<file path="src/rtl/cdb_arbiter.sv">
// cdb_arbiter: round-robin selection of up to CDB_WIDTH functional-unit results per cycle
// onto registered common-data-bus slots, with squash drain and synchronous reset.
module cdb_arbiter #(
   parameter int NUM_FU    = 6,
   parameter int CDB_WIDTH = 2,
   parameter int VALUE_W   = 32,
   parameter int PRF_W     = 6,
   parameter int ROB_W     = 5,
   parameter int ADDR_W    = 32
) (
   input  logic                 clock,
   input  logic                 reset,
   input  logic [NUM_FU-1:0]    fu_valid,
   input  logic [VALUE_W-1:0]   fu_value [NUM_FU],
   input  logic                 fu_value_valid [NUM_FU],
   input  logic [PRF_W-1:0]     fu_dest_prf [NUM_FU],
   input  logic [ROB_W-1:0]     fu_rob_entry [NUM_FU],
   input  logic [ADDR_W-1:0]    fu_branch_address [NUM_FU],
   input  logic                 squash,
   output logic [NUM_FU-1:0]    sel,
   output logic [CDB_WIDTH-1:0] cdb_valid,
   output logic [VALUE_W-1:0]   cdb_value [CDB_WIDTH],
   output logic                 cdb_value_valid [CDB_WIDTH],
   output logic [PRF_W-1:0]     cdb_dest_prf [CDB_WIDTH],
   output logic [ROB_W-1:0]     cdb_rob_entry [CDB_WIDTH],
   output logic [ADDR_W-1:0]    cdb_branch_address [CDB_WIDTH]
);
   localparam int PTR_W = NUM_FU > 1 ? $clog2(NUM_FU) : 1;
   localparam int CNT_W = $clog2(CDB_WIDTH + 1);
   logic [PTR_W-1:0] rr_ptr, last, idx, next_ptr;
   logic [PTR_W-1:0] slot_idx [CDB_WIDTH];
   logic [CDB_WIDTH-1:0] slot_hit;
   logic [NUM_FU-1:0] grant;
   logic [CNT_W-1:0] cnt;
   // scan from rr_ptr with wrap; cnt-th grant lands in slot cnt
   always_comb begin
      grant = '0;
      slot_hit = '0;
      cnt = '0;
      last = rr_ptr;
      idx = '0;
      for (int k = 0; k < CDB_WIDTH; k++) slot_idx[k] = '0;
      for (int j = 0; j < NUM_FU; j++) begin
         idx = PTR_W'((int'(rr_ptr) + j) % NUM_FU);
         if (fu_valid[idx] && int'(cnt) < CDB_WIDTH) begin
            grant[idx] = 1'b1;
            for (int k = 0; k < CDB_WIDTH; k++)
               if (int'(cnt) == k) begin
                  slot_idx[k] = idx;
                  slot_hit[k] = 1'b1;
               end
            last = idx;
            cnt = cnt + CNT_W'(1);
         end
      end
   end
   assign sel = reset ? '0 : squash ? fu_valid : grant;
   assign next_ptr = (last == PTR_W'(NUM_FU - 1)) ? '0 : last + PTR_W'(1);
   always_ff @(posedge clock) begin
      if (reset) begin
         rr_ptr <= '0;
         cdb_valid <= '0;
         for (int k = 0; k < CDB_WIDTH; k++) begin
            cdb_value[k] <= '0;
            cdb_value_valid[k] <= 1'b0;
            cdb_dest_prf[k] <= '0;
            cdb_rob_entry[k] <= '0;
            cdb_branch_address[k] <= '0;
         end
      end else begin
         if (!squash && |grant) rr_ptr <= next_ptr;
         for (int k = 0; k < CDB_WIDTH; k++) begin
            cdb_valid[k] <= slot_hit[k] && !squash;
            cdb_value[k] <= fu_value[slot_idx[k]];
            cdb_value_valid[k] <= fu_value_valid[slot_idx[k]];
            cdb_dest_prf[k] <= fu_dest_prf[slot_idx[k]];
            cdb_rob_entry[k] <= fu_rob_entry[slot_idx[k]];
            cdb_branch_address[k] <= fu_branch_address[slot_idx[k]];
         end
      end
   end
endmodule
</file>
<file path="config.mk">
export PLATFORM = sky130hd
export DESIGN_NAME = cdb_arbiter
export DESIGN_NICKNAME = d
export VERILOG_FILES = /design/src/rtl/cdb_arbiter.sv
export SDC_FILE = /design/constraint.sdc
export NUM_CORES = 1
export LEC_CHECK = 0
export BUFFER_PORTS_ARGS = -buffer_cell sky130_fd_sc_hd__buf_4
export CORE_AREA = 2 2 244 246
export DETAILED_ROUTE_END_ITERATION = 7
export DIE_AREA = 0 0 246 248
export HOLD_SLACK_MARGIN = 0.02
export PLACE_DENSITY_LB_ADDON = 0.1
export SLEW_MARGIN = 15
export SYNTH_ARGS = -nofsm -noshare
export SYNTH_HDL_FRONTEND = slang
export SYNTH_SLANG_ARGS = --single-unit
</file>
<file path="constraint.sdc">
create_clock -name clock -period 11.8 [get_ports clock]
set_input_delay 0.59 -clock clock [delete_from_list [all_inputs] [get_ports clock]]
set_output_delay 0.59 -clock clock [all_outputs]
set_load 0.005 [all_outputs]
</file>
# After elaboration in Yosys (flattened, before gate mapping)
# Index checks and enable logic that the tools add are counted.
# word_totals
ff_bits	157
word_cells	187
mem_bits_rw	0
mem_count	0
rom_bits	0
latchBits	0
# op_classes
shifts	0
n_reduce_logical	21
n_mul	0
n_bitwise	7
magnitude_cmp	19
eq_ne	6
n_mux	106
n_div	6
n_addsub	10
# ops
operator	count
$bmux 32 s3	4
$mux 32	8
$mod 32x4->32 const B	5
$mux 6	17
$mux 3	18
$bmux 6 s3	2
$mod 4x4->32 const B	1
$bmux 5 s3	2
$or 6x6->6	5
$mux 1	28
$bmux 1 s3	8
$lt 3x4->1 const B	6
$mux 5	4
$demux 1 s3	6
$ge 3x1->1 const B	6
$mux 2	9
$logic_and 1x1->1	14
$eq 2x2->1 const B	5
$logic_not 2->1	5
$lt 2x2->1 const B	5
$add 2x1->2 const B	4
$add 3x2->4 const B	2
$add 3x3->4 const B	2
$ge 4x4->1 const B	2
other kinds (6)	7

# Depth between registers and ports, before layout
# Gate-level depths: netlist (run 1).
# logic_depth
ltp_word	23
ltp_mapped	34

# Least setup slack after synthesis (run 1)
# No wires, ideal clock.
# synth_path
kind	register to register
from	register rr_ptr[1]
to	register cdb_branch_address[0] (netlist bit)
setup_slack_ns	5.991
path_stages_with_launch	31
setup_ns	0.086
t_required_ns	11.714
n_path_buf	4
arrival_ns	5.723
cell_sequence	dfxtp_1 -> ha_1 -> xnor2_4 -> inv_2 -> ha_1 -> nor2b_1 -> and2_1 -> a2bb2oi_1 -> o211ai_2 -> ha_1 -> nor2_2 -> xor2_2 -> inv_2 -> ha_1 -> a21oi_1 -> ha_1 -> nand2b_1 -> nor2_1 -> o22a_1 -> nor3_1 -> nand2_1 -> nor2_4 -> nand4_2 -> a21bo_1 -> buf_6 -> and2_1 -> buf_6 -> buf_6 -> buf_6 -> mux2i_1 -> a221oi_2
# synth_via
elab_chain_cells	23
elab_cells_between_ends	61
cone_classes	add/sub: 9; div: 6; order compare: 5; eq/ne: 5; mux: 30; bitwise: 1; reduce/logical: 5
# synth_rtl
item	line_no	rtl
start: declaration	30	logic [PTR_W-1:0] rr_ptr, last, idx, next_ptr;
start signal: assignment	71	if (!squash && |grant) rr_ptr <= next_ptr;
branches (longest 18 deep; another with $mod 32x4->32)	-	
$mux 6 (*)	45	if (fu_valid[idx] && int'(cnt) < CDB_WIDTH) begin
$not 3->4 (implied by the code) (*)	78	cdb_branch_address[k] <= fu_branch_address[slot_idx[k]];
$bmux 32 s3 (*)	78	
$mux 32 (implied by the code) (*) (2 in series)	78	
end signal: indexed assignment	78	
end: declaration	26	output logic [ADDR_W-1:0] cdb_branch_address [CDB_WIDTH]
# Every way passes the cells marked *. The select of a mux whose other input is x is not followed.
# A chain may end at the register's enable or synchronous reset.

# Final worst setup path (run 1)
# layout_path
from	register rr_ptr[0]
to	register cdb_branch_address[26] (netlist bit)
# The elaborated chain is that of the path after synthesis.

==> results of run 1 <==
path summary, 6_finish.rpt:
path | start | end | slack (ns) | depth (start not counted)
min reg2reg | rr_ptr[0] | rr_ptr[0] | 0.70 | 2
min | fu_value[21] | cdb_value[53] | 0.44 | 3
max reg2reg | rr_ptr[0] | cdb_branch_address[26] | 3.36 | 31
max | rr_ptr[0] | cdb_branch_address[26] | 3.36 | 31
cell families (layout without fill, tap and decap cells):
family	after synthesis	in the layout
adder cells (fa/ha/maj)	21	21
multiplexers	173	173
flip-flops	157	157
AND/OR/NAND/NOR	505	505
buffers and inverters	232	703
AO/OA/AOI/OAI	578	578
other	0	7
XOR/XNOR	7	7
layout make-up:
cell class                 count  share of cell area
antenna                        7            0.000885
clock buffer                  21              0.0227
sequential                   157               0.159
inverter                      23             0.00449
tap                          773              0.0488
timing repair buffer         650               0.248
clock inverter                 9             0.00575
multi-input combinational   1284               0.511
placed cells by master, fill, tap and decap left out, drive strengths merged, types with 76 or more instances in the layout:
cell type	synthesis	final
buf	78	650
and3	309	309
mux2i	164	164
a211oi	163	163
dfxtp	157	157
nor4	79	79
a21boi	79	79
o31ai	78	78
a221oi	77	77
a2111oi	76	76
through the flow:
step                std cells  instance area (um2)
floorplan                1673                14300
CTS                      2917                19800
finish                   2924                19800
detailed placement       2887                19200
global route             2921                19800
global placement         2887                19200
layer usage:
metal  up-vias  part of all wire  routed length, um
li1       7664                 -                  -
met4         4             0.027               2280
met5         -           0.00036                 30
met1      8445              0.40              33200
met2       954              0.48              39800
met3       125             0.099               8320
critical path: cells and delay by family, from the launching register on:
family	cells	cell delay, ns
XOR/XNOR	1	0.18
buffers and inverters	8	2.47
multiplexers	1	0.21
flip-flops	1	0.58
AO/OA/AOI/OAI	6	1.56
adder cells (fa/ha/maj)	4	1.11
AND/OR/NAND/NOR	11	2.06
state kept, by name (all words and copies together), names as in the netlist:
signal and cells:
rr_ptr 3, cdb_value_valid 2, cdb_dest_prf 12, cdb_rob_entry 10, cdb_value 64, cdb_branch_address 64
cdb_valid 2
Yosys cell counts, types with 7 or more instances:
library cell,n
sky130_fd_sc_hd__mux2i_1,162
sky130_fd_sc_hd__nand2_1,20
sky130_fd_sc_hd__nor2_1,39
sky130_fd_sc_hd__inv_1,15
sky130_fd_sc_hd__a221oi_2,40
sky130_fd_sc_hd__and3_1,308
sky130_fd_sc_hd__nor4_1,78
sky130_fd_sc_hd__clkbuf_1,125
sky130_fd_sc_hd__o31ai_1,78
sky130_fd_sc_hd__a21boi_1,9
sky130_fd_sc_hd__nor3_1,14
sky130_fd_sc_hd__o21ai_0,11
sky130_fd_sc_hd__buf_6,15
sky130_fd_sc_hd__a21boi_0,70
sky130_fd_sc_hd__dfxtp_1,157
sky130_fd_sc_hd__a211oi_1,159
sky130_fd_sc_hd__a21oi_1,26
sky130_fd_sc_hd__buf_4,10
sky130_fd_sc_hd__and2_1,7
sky130_fd_sc_hd__buf_2,51
sky130_fd_sc_hd__a221oi_1,37
sky130_fd_sc_hd__a2111oi_0,76
sky130_fd_sc_hd__ha_1,21
==> results.tsv, run 1 <==
metric	value	unit
cell type with the highest aggregate area in the netlist	sky130_fd_sc_hd__dfxtp_1	
synthesized area per cell	8.52	um2
routed length per instance	28.6	um
Post-layout nets	2619	
io pins	625	
library cell appearing most often on the critical path	sky130_fd_sc_hd__ha_1	
worst hold slack	0.437	ns
Die Outline Area	61000	um2
crit path launch type	flop	
largest family of logic cells by synthesized area	compound AO/OA/AOI/OAI gates	
Crit Path Category	flop to flop	
antenna violations before repair	8	
unrepaired setup endpoints after global routing	false	
count of buffers from port buffering	624	
drt first pass iters	5	
Setup WS post-layout	3.36	ns
die outline width	246	um
placement row count	89	
hold_buf cts	0	
Final GP Congestion	0.892	
Detailed Route WL	83.6	mm
mapped cell area	14300	um2
headroom to the max-slew limit	0.187	
Area Growth Syn to Fin	38.9	%
data arrival at the endpoint of the critical path	8.84	ns
Crit-path slowest cell	sky130_fd_sc_hd__buf_4	
worst-path maximum fanout	45	
total congestion overflow after global routing	0	
clock latency of the later-clocked register in the worst-skew pair	0.50	ns
DRC marker count from the first detailed-route iteration	1450	
Vias/cell	5.88	
count of flip-flops with a built-in enable after synthesis	0	
top achievable clock speed	0.119	GHz
worst setup timing slack at the placement stage	3.36	ns
proportion of register bits with asynchronous set or reset after synthesis	0	
Tightest Pin Transition	1.22	ns
final HPWL from detailed placement	56.3	mm
multiplexer share of the synthesized area	0.125	
largest clock skew in the final design	0.0105	ns
number of clock sinks seen by CTS	157	
Max Cap Violations	0	
gate count of the mapped netlist	1673	
Area contributors post-synth	sky130_fd_sc_hd__dfxtp_1 22%, sky130_fd_sc_hd__and3_1 14%, sky130_fd_sc_hd__mux2i_1 11%	
FF+latch area	3140	um2
routing layer with the top usage in global route	met2	
post-CTS resize count	0	
global routing met2 resource utilization	0.434	
area of combinational cells with multiple inputs	10100	um2
count of synthesis-stage warnings from yosys	0	
synthesized-area fraction occupied by and/or/nand/nor cells	0.213	
TritonCTS clock tree	done	
Compound-Gate Fraction of Synth Area	0.338	
via count of the first global-routing pass	17500	
Total Negative Setup Slacks	0	ns
post-synthesis share of cell area spent on full adders, half adders and majority gates	0.0184	
FF+latch count, synth	157	
clock slew at the register clock pins of the worst setup and hold paths	0.07	ns
vias after detailed routing	17200	
filler cell count in the final layout	6152	
clk buf depth	2	
first-pass GRT wire length	119	mm
setup violators final	0	
required time reported for the critical path endpoint	12.20	ns
share of layout cells above drive strength 1	0.365	
post-route clock period utilization	0.715	
Final Slew Violations	0	
vertical extent of the die	248	um
Initial Util	0.244	
type of the tightest min-delay check	input port to flop	
synthesized-area fraction occupied by xor and xnor cells	0.00799	
highest cell delay on the worst timing path	0.85	ns
synthesized net count	2159	
global routing usage on met1	0.319	
global-route track usage on met3	0.0828	
number of distinct library cells after synthesis	92	
DRT antenna net count	0	
area share of the leading cell type in the synthesized netlist	0.220	
hold violation total from the final report	0	
total CTS buffers	17	
global-route usage over all layers	0.263	
category of the worst setup path capture point	flop	
Final Critical Period	8.44	ns
dominant synthesized flop cell	sky130_fd_sc_hd__dfxtp_1	
Max H-tree Level	4	
portion of the post-synthesis area used by sequential elements	0.220	
status	completed	
share of the core filled with cells	0.339	
core area	58500	um2
root buf cell	sky130_fd_sc_hd__clkbuf_16	
pin count of the biggest net entering global routing	230	
DRC	0	
post-CTS setup repair buffer count	0	
Power of run 1 is not shown: default switching activity piles up to over one toggle a cycle in this logic, so the estimate is an artifact.
==> run 2: changes to the inputs <==
Settings changed: CORE_AREA 2 2 244 246 to 2 2 243 245, DIE_AREA 0 0 246 248 to 0 0 245 247.
Clock period 11.8 ns to 6.9 ns, I/O delays scaled along.
==> run 2 against run 1 <==
Compared with the run above: register-to-register slack worse by 2.9 ns; sequential share of layout area down 0.56 points; highest routed layer unchanged; critical path depth down 2; global-route usage down 0.18 points; non-clock buffer count is 49 higher; worst setup slack worse by 2.9 ns; die area shrank 0.81%.
==> results.tsv, run 2 (same netlist as run 1, synthesis figures left out) <==
metric	value	unit	change
most frequent cells in the layout	672 x sky130_fd_sc_hd__buf_4, 308 x sky130_fd_sc_hd__and3_1, 162 x sky130_fd_sc_hd__mux2i_1		
leading registers by flop count	cdb_branch_address: 64 flops, cdb_value: 64 flops, cdb_dest_prf: 12 flops		
Max H-tree Level	4		unchanged
Initial Util	0.245		+0.000933
status	completed		
final design instance area without fill	20600	um2	+3.8%
number of clock sinks seen by CTS	157		unchanged
commonest non-fill, non-tap cell in the layout	sky130_fd_sc_hd__buf_4		
Die Outline Area	60500	um2	-0.81%
io pins	625		unchanged
post-route clock period utilization	0.939		
type of the tightest min-delay check	input port to flop		
required time reported for the critical path endpoint	6.55	ns	-5.65 ns
FF+latch area	3150	um2	+0.20%
Total Negative Setup Slacks	0	ns	unchanged
first-pass GRT wire length	119	mm	-0.61%
global-route usage over all layers	0.261		-0.00177
count of buffers from port buffering	624		unchanged
antenna violations before repair	5		-3
routed length per instance	27.6	um	-3.5%
worst hold slack	0.196	ns	-0.241 ns
clock slew at the register clock pins of the worst setup and hold paths	0.07	ns	about the same
pin count of the biggest net entering global routing	153		-33%
die outline width	245	um	-0.41%
placement row count	89		unchanged
top achievable clock speed	0.154	GHz	
setup violators final	0		unchanged
core area	58200	um2	-0.38%
library cell appearing most often on the critical path	sky130_fd_sc_hd__ha_1		
hold violation total from the final report	0		unchanged
filler cell count in the final layout	6115		-0.60%
DRC marker count from the first detailed-route iteration	1347		-7.1%
Final Slew Violations	0		unchanged
Placed Instance Area	19800	um2	+3.2%
Max Cap Violations	0		unchanged
highest cell delay on the worst timing path	0.39	ns	-0.46 ns
data arrival at the endpoint of the critical path	6.13	ns	-2.71 ns
Crit Path Category	flop to primary output		
share of layout cells above drive strength 1	0.386		+0.0211
headroom to the max-slew limit	0.423		+0.236
total congestion overflow after global routing	0		unchanged
DRC	0		unchanged
clk buf depth	2		unchanged
via count of the first global-routing pass	17700		+0.87%
vias after detailed routing	17200		+0.029%
largest clock skew in the final design	0.0206	ns	+0.0101 ns
Crit-path slowest cell	sky130_fd_sc_hd__dfxtp_4		
total CTS buffers	17		unchanged
Final Critical Period	6.48	ns	
DRT antenna net count	0		unchanged
Area Growth Syn to Fin	44.2	%	
crit path launch type	flop		
Post-layout nets	2668		+1.9%
Final GP Congestion	0.882		-1.2%
Detailed Route WL	82.0	mm	-1.9%
vertical extent of the die	247	um	-0.40%
final HPWL from detailed placement	57.4	mm	+2.1%
clock latency of the later-clocked register in the worst-skew pair	0.50	ns	about the same
TritonCTS clock tree	done		
category of the worst setup path capture point	primary output		
Vias/cell	5.78		-1.6%
drt first pass iters	5		unchanged
worst-path maximum fanout	9		-80%
root buf cell	sky130_fd_sc_hd__clkbuf_16		
area of combinational cells with multiple inputs	10200	um2	+0.47%
Tightest Pin Transition	0.866	ns	-0.354 ns
[run 2: worst paths after layout]
check / startpoint / to / slack (ns) / cells after the start
worst max-delay path: rr_ptr[1] / sel[0] / 0.42 / 29
worst min-delay path: fu_value[19] / cdb_value[51] / 0.20 / 3
worst max register to register: rr_ptr[1] / cdb_branch_address[28] / 0.46 / 30
worst min register to register: rr_ptr[1] / rr_ptr[1] / 0.65 / 2
[run 2: critical path, delay by kind of cell, from the launching register on]
kind            cells  cell delay [ns]
fa+ha+maj           5             1.38
compound gates      7             1.31
simple gates       10             1.27
buf+inv             5             0.78
xor+xnor            2             0.50
flops               1             0.39
[run 2: cell type report]
class / instances / area share
multi-input cells: 1284 / 0.494
repair buffers: 699 / 0.272
flip-flops and latches: 157 / 0.153
well taps: 773 / 0.0470
clock buffers: 23 / 0.0237
clock inverters: 9 / 0.00475
inverters: 23 / 0.00432
diodes: 5 / 0.000609
[run 2: through the flow]
stage,cells,setup WS [ns],utilization
after floorplan,1673,1.09,-
after global placement,2928,0.314,0.341
after detailed placement,2928,0.187,0.341
after CTS,2961,0.0902,0.351
after global routing,2971,-0.0373,0.353
final,2973,0.424,0.353
[run 2: timing repair]
action / in CTS / in global routing
gates resized for setup: 0 / 17
endpoints found under the setup margin: 2 / 158
hold buffers: 0 / 0
setup buffers: 1 / 7
endpoints found under the hold margin: 0 / 0
pin swaps: 1 / 3
[run 2: routing by layer]
metal / GRT usage / vias to the layer above / share of wire
li1: - / 7760 / -
met1: 0.311 / 8438 / 0.40
met2: 0.444 / 870 / 0.49
met3: 0.0804 / 125 / 0.094
met4: 0.0850 / 4 / 0.024
met5: 0 / - / 0.00040
Power of run 2 is left out for the same reason.
==> run 3: changes to the inputs <==
Settings changed: PLACE_DENSITY_LB_ADDON 0.1 to default.
==> run 3 against run 2 <==
Compared with the run above: routed wire length fell by 2.9%; die area did not move; flip-flop and latch count did not move; count of clock-buffer cells in the layout fell by 5; largest cell class unchanged.
==> results.tsv, run 3 (same netlist as run 1, synthesis figures left out) <==
metric	value	unit	change
status	completed		
first-pass GRT wire length	114	mm	-4.1%
TritonCTS clock tree	done		
routed length per instance	26.7	um	-3.0%
crit path launch type	flop		
area of combinational cells with multiple inputs	10200	um2	about the same
CP bufs+invs	6		+1
core area	58200	um2	unchanged
leading registers by flop count	cdb_branch_address: 64 flops, cdb_value: 64 flops, cdb_dest_prf: 12 flops		
category of the worst setup path capture point	flop		
hold violation total from the final report	0		unchanged
worst-path maximum fanout	25		+16
Initial Util	0.245		unchanged
number of clock sinks seen by CTS	157		unchanged
DRC marker count from the first detailed-route iteration	1241		-7.9%
Post-layout nets	2674		+0.22%
antenna violations before repair	8		+3
largest clock skew in the final design	0.0153	ns	-0.00534 ns
die outline width	245	um	unchanged
DRT antenna net count	0		unchanged
Max H-tree Level	4		unchanged
Detailed Route WL	79.6	mm	-2.9%
headroom to the max-slew limit	0.435		+0.0123
clock slew at the register clock pins of the worst setup and hold paths	0.08	ns	about the same
data arrival at the endpoint of the critical path	6.91	ns	+0.78 ns
total CTS buffers	17		unchanged
total congestion overflow after global routing	0		unchanged
share of layout cells above drive strength 1	0.386		about the same
Vias/cell	5.92		+2.3%
clock latency of the later-clocked register in the worst-skew pair	0.51	ns	about the same
hold_buf cts	0		unchanged
via count of the first global-routing pass	17900		+1.2%
final HPWL from detailed placement	57.2	mm	-0.44%
drt first pass iters	7		+2
pin count of the biggest net entering global routing	124		-19%
io pins	625		unchanged
routing layer with the top usage in global route	met2		
most frequent cells in the layout	670 x sky130_fd_sc_hd__buf_4, 308 x sky130_fd_sc_hd__and3_1, 161 x sky130_fd_sc_hd__mux2i_1		
global-route track usage on met3	0.0678		-0.0126
global routing met2 resource utilization	0.417		-0.0268
Final Critical Period	6.54	ns	+0.0637 ns
commonest non-fill, non-tap cell in the layout	sky130_fd_sc_hd__buf_4		
Total Negative Setup Slacks	0	ns	unchanged
post-route clock period utilization	0.948		+0.00924
Area Growth Syn to Fin	45.3	%	
FF+latch area	3140	um2	-0.16%
Max Cap Violations	0		unchanged
top achievable clock speed	0.153	GHz	-0.97%
library cell appearing most often on the critical path	sky130_fd_sc_hd__ha_1		
count of buffers from port buffering	624		unchanged
Crit-path slowest cell	sky130_fd_sc_hd__a21o_1		
root buf cell	sky130_fd_sc_hd__clkbuf_16		
Final GP Congestion	0.938		+6.3%
required time reported for the critical path endpoint	7.27	ns	+0.72 ns
placement row count	89		unchanged
global-route usage over all layers	0.249		-0.0114
clk buf depth	2		unchanged
kind of cell adding the most delay to the critical path	compound AO/OA/AOI/OAI gates		
Tightest Pin Transition	0.848	ns	-0.0184 ns
unrepaired setup endpoints after global routing	false		
setup violators final	0		unchanged
vertical extent of the die	247	um	unchanged
type of the tightest min-delay check	input port to flop		
Crit Path Category	flop to flop		
Die Outline Area	60500	um2	unchanged
filler cell count in the final layout	5996		-1.9%
global routing usage on met1	0.294		-0.0166
DRC	0		unchanged
Final Slew Violations	0		unchanged
highest cell delay on the worst timing path	0.40	ns	about the same
vias after detailed routing	17600		+2.5%
[run 3: cell count changes in the layout (fill, tap and decap cells not counted), moves of 2 or more]
| cell | change |
|---|---|
| sky130_fd_sc_hd__ha_1 | +2 |
| sky130_fd_sc_hd__clkinvlp_4 | -2 |
| sky130_fd_sc_hd__buf_4 | -2 |
| sky130_fd_sc_hd__diode_2 | -2 |
| sky130_fd_sc_hd__clkbuf_8 | -4 |
| sky130_fd_sc_hd__dfxtp_1 | +2 |
| sky130_fd_sc_hd__inv_8 | +3 |
| sky130_fd_sc_hd__buf_12 | +9 |
| sky130_fd_sc_hd__ha_2 | -2 |
| sky130_fd_sc_hd__bufinv_16 | +2 |
[run 3: metal layers]
metal / vias to the layer above / share of wire
li1: 7767 / -
met2: 1085 / 0.48
met4: 8 / 0.038
met1: 8553 / 0.39
met5: - / 0.00051
met3: 209 / 0.095
[run 3: repair_timing]
action | CTS | global route
resized for setup | 0 | 9
endpoints found under the setup margin | 0 | 76
buffers inserted | 0 | 2
[run 3: layout make-up]
| type | instances | area share |
|---|---|---|
| Inverter | 23 | 0.00429 |
| Multi-Input combinational cell | 1284 | 0.490 |
| Clock inverter | 14 | 0.00954 |
| Sequential cell | 157 | 0.152 |
| Timing Repair Buffer | 705 | 0.277 |
| Clock buffer | 18 | 0.0207 |
| Tap cell | 773 | 0.0467 |
| Antenna cell | 3 | 0.000362 |
[run 3: path summary, 6_finish.rpt]
path,from,slack (ns),end,cells past startpoint
hold reg to reg,rr_ptr[1],0.57,rr_ptr[1],2
setup reg to reg,rr_ptr[1],0.36,cdb_value[3],28
hold / removal,fu_value[4],0.18,cdb_value[36],3
setup / recovery,rr_ptr[1],0.36,cdb_value[3],28
[run 3: stage by stage]
step	hold slack (ns)	utilization	cell area, um2	cells	worst slack (ns)
6_report	0.177	0.356	20700	2977	0.360
5_1_grt	0.169	0.356	20700	2975	0.0120
4_1_cts	0.140	0.355	20700	2972	0.226
3_5_place_dp	0.563	0.344	20000	2940	0.368
3_3_place_gp	0.561	0.344	20000	2940	0.605
2_1_floorplan	0.521	-	14300	1673	1.09
[run 3: tightest hold or removal path: stages]
cell and delay (ns):
sky130_fd_sc_hd__buf_4 0.09, sky130_fd_sc_hd__a211oi_1 0.06, sky130_fd_sc_hd__nor4_1 0.13
Power of run 3 is left out for the same reason.
